<file path="src/rtl/pipelined_mac.sv">
`default_nettype none
// ============================================================================
//  Module   : pipelined_mac
//  Purpose  : Fully pipelined signed multiply-accumulate unit. Accepts one
//             operand pair per cycle with no back-pressure. The product runs
//             through MULT_STAGES registers and the valid/init control bits
//             travel alongside it, so loads and accumulates stay aligned with
//             their operands.
//  Revision : 1.0 - initial release
// ----------------------------------------------------------------------------
//  Parameters
//    INW          operand / init_value width (signed)
//    OUTW         accumulator width, OUTW >= 2*INW
//    MULT_STAGES  product pipeline registers, 1..4
//  Build macro
//    MAC_SAT_EN   when defined the accumulator saturates on signed overflow
//                 and sat_flag is a sticky indicator; otherwise the sum wraps
//                 and sat_flag is tied low.
//  Ports
//    clk          clock, rising edge
//    reset        synchronous, active-high
//    input0       signed multiplicand
//    input1       signed multiplier
//    init_value   signed accumulator load value (sign-extended)
//    init_acc     load init_value (wins over input_valid)
//    input_valid  accumulate input0*input1
//    out          signed accumulator value
//    out_valid    high the cycle after each accumulator update
//    sat_flag     sticky saturation indicator
//  Latency: inputs sampled on edge k reach out after edge k+MULT_STAGES+1.
// ============================================================================
module pipelined_mac #(
  parameter int INW         = 16,
  parameter int OUTW        = 64,
  parameter int MULT_STAGES = 2
) (
  input  logic                   clk,
  input  logic                   reset,
  input  logic signed [INW-1:0]  input0,
  input  logic signed [INW-1:0]  input1,
  input  logic signed [INW-1:0]  init_value,
  input  logic                   init_acc,
  input  logic                   input_valid,
  output logic signed [OUTW-1:0] out,
  output logic                   out_valid,
  output logic                   sat_flag
);

  localparam int PW = 2 * INW;

  // Control bits, index 0 = input register, index MULT_STAGES = last product
  // stage feeding the accumulator.
  logic [MULT_STAGES:0]         r_vld;
  logic [MULT_STAGES:0]         r_init;

  // Data pipeline. No reset: stale contents are harmless because every use is
  // qualified by the matching control bit.
  logic signed [INW-1:0]        r_a;
  logic signed [INW-1:0]        r_b;
  logic signed [INW-1:0]        r_ival [0:MULT_STAGES];
  logic signed [PW-1:0]         r_prod [1:MULT_STAGES];

  logic signed [PW-1:0]         w_a_ext;
  logic signed [PW-1:0]         w_b_ext;
  logic signed [PW-1:0]         w_prod;
  logic signed [OUTW-1:0]       w_prod_ext;
  logic signed [OUTW-1:0]       w_init_ext;
  logic signed [OUTW-1:0]       w_acc_next;
  logic                         w_ovf;

  logic signed [OUTW-1:0]       r_acc;
  logic                         r_out_valid;

  // --------------------------------------------------------------------------
  // Control pipeline
  // --------------------------------------------------------------------------
  always_ff @(posedge clk) begin
    if (reset) begin
      r_vld  <= '0;
      r_init <= '0;
    end else begin
      r_vld  <= {r_vld[MULT_STAGES-1:0],  input_valid};
      r_init <= {r_init[MULT_STAGES-1:0], init_acc};
    end
  end

  // --------------------------------------------------------------------------
  // Data pipeline: operand capture, multiply, then MULT_STAGES-1 further
  // product registers that synthesis can retime into the multiplier.
  // --------------------------------------------------------------------------
  // Operands are widened to the product width first so the multiply is
  // evaluated at exactly PW bits; the low PW bits of the widened product are
  // the exact signed product.
  assign w_a_ext = PW'(r_a);
  assign w_b_ext = PW'(r_b);
  assign w_prod  = w_a_ext * w_b_ext;

  always_ff @(posedge clk) begin
    r_a       <= input0;
    r_b       <= input1;
    r_ival[0] <= init_value;
    r_prod[1] <= w_prod;
    r_ival[1] <= r_ival[0];
    for (int i = 2; i <= MULT_STAGES; i++) begin
      r_prod[i] <= r_prod[i-1];
      r_ival[i] <= r_ival[i-1];
    end
  end

  // --------------------------------------------------------------------------
  // Accumulate stage
  // --------------------------------------------------------------------------
  assign w_prod_ext = OUTW'(r_prod[MULT_STAGES]);
  assign w_init_ext = OUTW'(r_ival[MULT_STAGES]);

`ifdef MAC_SAT_EN
  localparam logic [OUTW-1:0] c_max = {1'b0, {(OUTW-1){1'b1}}};
  localparam logic [OUTW-1:0] c_min = {1'b1, {(OUTW-1){1'b0}}};

  logic [OUTW:0] w_sum;
  logic          r_sat;

  // One guard bit: the two top bits disagree exactly on signed overflow, and
  // the guard bit then gives the true sign of the result.
  assign w_sum = {r_acc[OUTW-1], r_acc} + {w_prod_ext[OUTW-1], w_prod_ext};
  assign w_ovf = w_sum[OUTW] ^ w_sum[OUTW-1];

  always_comb begin
    w_acc_next = w_sum[OUTW-1:0];
    if (w_ovf) begin
      w_acc_next = w_sum[OUTW] ? c_min : c_max;
    end
  end

  always_ff @(posedge clk) begin
    if (reset) begin
      r_sat <= 1'b0;
    end else if (r_init[MULT_STAGES]) begin
      r_sat <= 1'b0;
    end else if (r_vld[MULT_STAGES] && w_ovf) begin
      r_sat <= 1'b1;
    end
  end

  assign sat_flag = r_sat;
`else
  assign w_ovf      = 1'b0;
  assign w_acc_next = r_acc + w_prod_ext;
  assign sat_flag   = 1'b0;
`endif

  always_ff @(posedge clk) begin
    if (reset) begin
      r_acc       <= '0;
      r_out_valid <= 1'b0;
    end else begin
      r_out_valid <= r_init[MULT_STAGES] | r_vld[MULT_STAGES];
      // Init has priority; a product travelling with an init is discarded.
      if (r_init[MULT_STAGES]) begin
        r_acc <= w_init_ext;
      end else if (r_vld[MULT_STAGES]) begin
        r_acc <= w_acc_next;
      end
    end
  end

  assign out       = r_acc;
  assign out_valid = r_out_valid;

endmodule
`default_nettype wire
</file>
<file path="config.mk">
export PLATFORM = sky130hd
export DESIGN_NAME = pipelined_mac
export DESIGN_NICKNAME = d
export VERILOG_FILES = /design/src/rtl/pipelined_mac.sv
export SDC_FILE = /design/constraint.sdc
export NUM_CORES = 1
export LEC_CHECK = 0
export BUFFER_PORTS_ARGS = -buffer_cell sky130_fd_sc_hd__buf_4
export CAP_MARGIN = 15
export CORE_MARGIN = 2
export CORE_UTILIZATION = 43
export CTS_BUF_LIST = sky130_fd_sc_hd__clkbuf_8
export CTS_CLUSTER_SIZE = 24
export DETAILED_ROUTE_END_ITERATION = 10
export HOLD_SLACK_MARGIN = 0.15
export MAX_ROUTING_LAYER = met4
export PLACE_DENSITY = 0.59
export SETUP_SLACK_MARGIN = 0.2
export SYNTH_ARGS = -nofsm -noshare
export SYNTH_HDL_FRONTEND = slang
export SYNTH_SLANG_ARGS = --single-unit
</file>
<file path="constraint.sdc">
create_clock -name clk -period 7.48 [get_ports clk]
set_input_delay 1.122 -clock clk [delete_from_list [all_inputs] [get_ports clk]]
set_output_delay 1.122 -clock clk [all_outputs]
set_load 0.01 [all_outputs]
</file>
==> impl_results.md <==
- Adder-cell share of the synthesized area: 37.28%
- Top Metal Used: met4
- 1st-iter DRT viols: 706
- Wire length on met2: 20360 µm
- Max frequency: 150.7 MHz
- WP data required: 7980 ps
- Crit path max fanout: 16
- EDFF count, synth: 0
- Vias: 13970
- Root Buffer: clkbuf_8
- Yosys warnings: 0
- Fin crit share: 88.72%
- Top-level I/O count: 118
- Hold Buf Count CTS: 0
- Number of synthesized register bits: 215
- Core box area: 43930 µm²
- Top_reg_cell synth: dfxtp_1
- Die Height: 214.2 µm
- Global placement routability congestion: 0.9039
- CTS tree: yes
- Post-Synthesis Net Count: approximately 2500
- Initial core utilization: between 40% and 50%
- Fin. max-slew vios: 0
- Cell area after synthesis: 18990 µm²
- Synth Area in Simple Gates: 14.11%
- Overall global routing resource usage: 20.88%
- Largest family of logic cells by synthesized area: adder cells
- Fill count: 4296
- Number of setup buffers added after CTS: 0
- Worst Skew: 43.50 ps
- Crit path DAT: 7140 ps
- Layout cells sized above 1: 8.941%
- Slew margin rel.: 45.35%
- # DRC: 0
- DRT met1 WL: 21440 µm
- Overflow after GRT: 0
- Post-DP HPWL: 35940 µm
- Die span in x: ~210 µm
- Fin crit period: 6636 ps
- Clk pin slew, worst setup/hold paths: 60 ps
- Drt first pass iters: 5
- Antenna viol nets, final: 0
- Initial antenna violation count: 0
- PnR worst setup slack: 844.1 ps
- Lkg Pwr: 0.01033 µW
- Post-synthesis mux area share: 0.4743%
- Clock Path Buffers: 3
- Routed met3 length: 1839 µm
- Largest net degree at the start of global routing: slightly below 60
- Ant. Diodes: 0
- Crit. End Element: flip-flop
- Vias in the first global route: ~15000
- P&R area growth vs syn: 10.81%
- Max-cap violations: 0
- First-pass GRT wire length: 76110 µm
- Pwr Density: about 530 nW/µm²
- Ys async rst share: 0%
- Status: finished clean
- Port Buffer Count: 116
- Area contributors post-synth: fa_1 28%, dfxtp_1 23%, ha_1 9.6%, inv_1 6.4%, nand2_1 4.0%
- Dpl ws: between 800 and 900 ps
- Worst vdd ir: slightly below 400 µV
- # nets final: 2618
- Number of distinct library cells after synthesis: 63
- Clk sink count: 215
- Startpoint types: flip-flop
- Worst hold path type: reg -> reg
- Std-Cell Rows: 77
- Final Total Pwr: 11170 µW
- Post-Place Cells: 2711
- Num CTS Buffers: 37
- H-tree levels: 2
- Yosys top cell by area: fa_1
- Routed wire length: about 45000 µm
- Clock Latency Late Sink: 580 ps
- Setup violators final: 0
- Xor and xnor area share after synthesis: 4.473%
- Sequential area share after synthesis: 22.66%
- Slew @ Worst Pin: 818.6 ps
- Syn Inst Count: 2082
- Final TNS setup: 0 ps
- Drt via density: 5.037
- Synth Area in Compound Gates: about an eighth
- Hold Violations, Final: 0
- Post-synth top area share: between 20% and 30%
- Cts repair resizes: 0
- Syn avg cell area: between 9 and 10 µm²
- Finished Layout Cells: roughly 2800
- RSZ-0062 raised after global routing: no
- Routed wire length per instance: 16.29 µm
- DIE AREA: 45860 µm²
- Crit Path Class: reg -> reg
[worst max-delay path: stages (launching register included)]
cell and delay (ps):
dfxtp_1 720, nand2_1 170, fa_1 540, fa_1 550
inv_1 60, fa_1 490, inv_1 50, fa_1 530
inv_1 50, fa_1 470, inv_1 50, fa_1 470
inv_1 40, ha_1 330, a21o_1 210, a21o_1 190
a221oi_2 420, o21ai_1 220, o22ai_1 280, o21ai_1 170
o41ai_1 400, xnor2_1 160
[registers in the layout, summed over array words and instances (netlist names)]
signal	count
r_init	3
r_b	16
out	64
r_a	16
r_vld	3
r_prod	64
r_ival	48
out_valid	1
[final cells by class]
| cell class | instances | area (µm²) | share of cell area (%) |
|---|---|---|---|
| flip-flops and latches | 215 | 4307 | 20.46 |
| clock buffers | 43 | 591.8 | 2.812 |
| inverters | 323 | 1212 | 5.761 |
| clock inverters | 19 | 127.6 | 0.6064 |
| multi-input cells | 1459 | 13150 | 62.49 |
| well taps | 592 | 740.7 | 3.520 |
| repair buffers | 122 | 915.9 | 4.352 |
[routing by layer]
layer / track usage (%) / vias up
li1: - / 6808
met1: 27.89 / 6773
met2: 32.62 / 297
met3: 2.950 / 90
met4: 7.222 / 0
met5: - / -
[path summary, 6_finish.rpt]
check | depth (start not counted) | slack, ps | from | endpoint
max | 21 | 840 | r_b[1]$_DFF_P_ | r_prod[1][28]$_DFF_P_
min | 0 | 300 | r_ival[0][18]$_DFF_P_ | r_ival[0][34]$_DFF_P_
max reg2reg | 21 | 840 | r_b[1]$_DFF_P_ | r_prod[1][28]$_DFF_P_
min reg2reg | 0 | 300 | r_ival[0][18]$_DFF_P_ | r_ival[0][34]$_DFF_P_
[placed cells by master, fill, tap and decap left out, types with 5 or more instances in the layout]
cell type  instances
a21o_1            57
nand2_1          203
o21bai_1          17
nor3_1            15
xor2_1            30
a221oi_1           6
inv_1            329
xnor2_1           67
clkinv_2           8
a21oi_1          152
o21ai_0           36
nand4_1           17
o21ai_1            5
nand3_1           22
or3_1              5
clkbuf_8          43
ha_1             145
dfxtp_1          213
o21a_1            20
o22ai_1            5
and3_1            13
mux2i_1            9
o31ai_1            7
fa_1             263
a211oi_1          24
nor2b_1           18
nor2_1           132
buf_4            122
nand2b_1           9
and2_1           121
[Yosys cell counts, types with 17 or more instances]
cell and n:
a211oi_1 24, a21o_1 57, a21oi_1 152, and2_1 121, clkbuf_1 76, dfxtp_1 215
fa_1 263, ha_1 145, inv_1 322, nand2_1 203, nand3_1 22, nand4_1 17
nor2_1 132, nor2b_1 18, o21a_1 20, o21ai_0 36, o21bai_1 17, xnor2_1 67
xor2_1 30
[stage by stage]
| step | hold slack [ps] | area [µm²] | utilization [%] |
|---|---|---|---|
| 2_1_floorplan | 309.6 | 18990 | - |
| 3_3_place_gp | 310.9 | 20330 | 46.27 |
| 3_5_place_dp | 312.1 | 20330 | 46.27 |
| 4_1_cts | 292.8 | 21050 | 47.90 |
| 5_1_grt | 304.7 | 21050 | 47.90 |
| 6_report | 295.3 | 21050 | 47.90 |
[report_power, final]
group,total (µW),internal (µW),switching [µW]
Clock,1030,561,471
Combinational,8500,3800,4700
Sequential,1640,1510,129
Total,11200,5870,5300
[cell families (layout without fill, tap and decap cells)]
group	Yosys count	in the layout
mux	9	9
flops	215	215
xor+xnor	97	97
fa+ha+maj	408	408
buf+inv	408	507
compound gates	377	377
simple gates	567	567
other cells	1	1
Note: power is estimated with default switching activity, not from simulation.
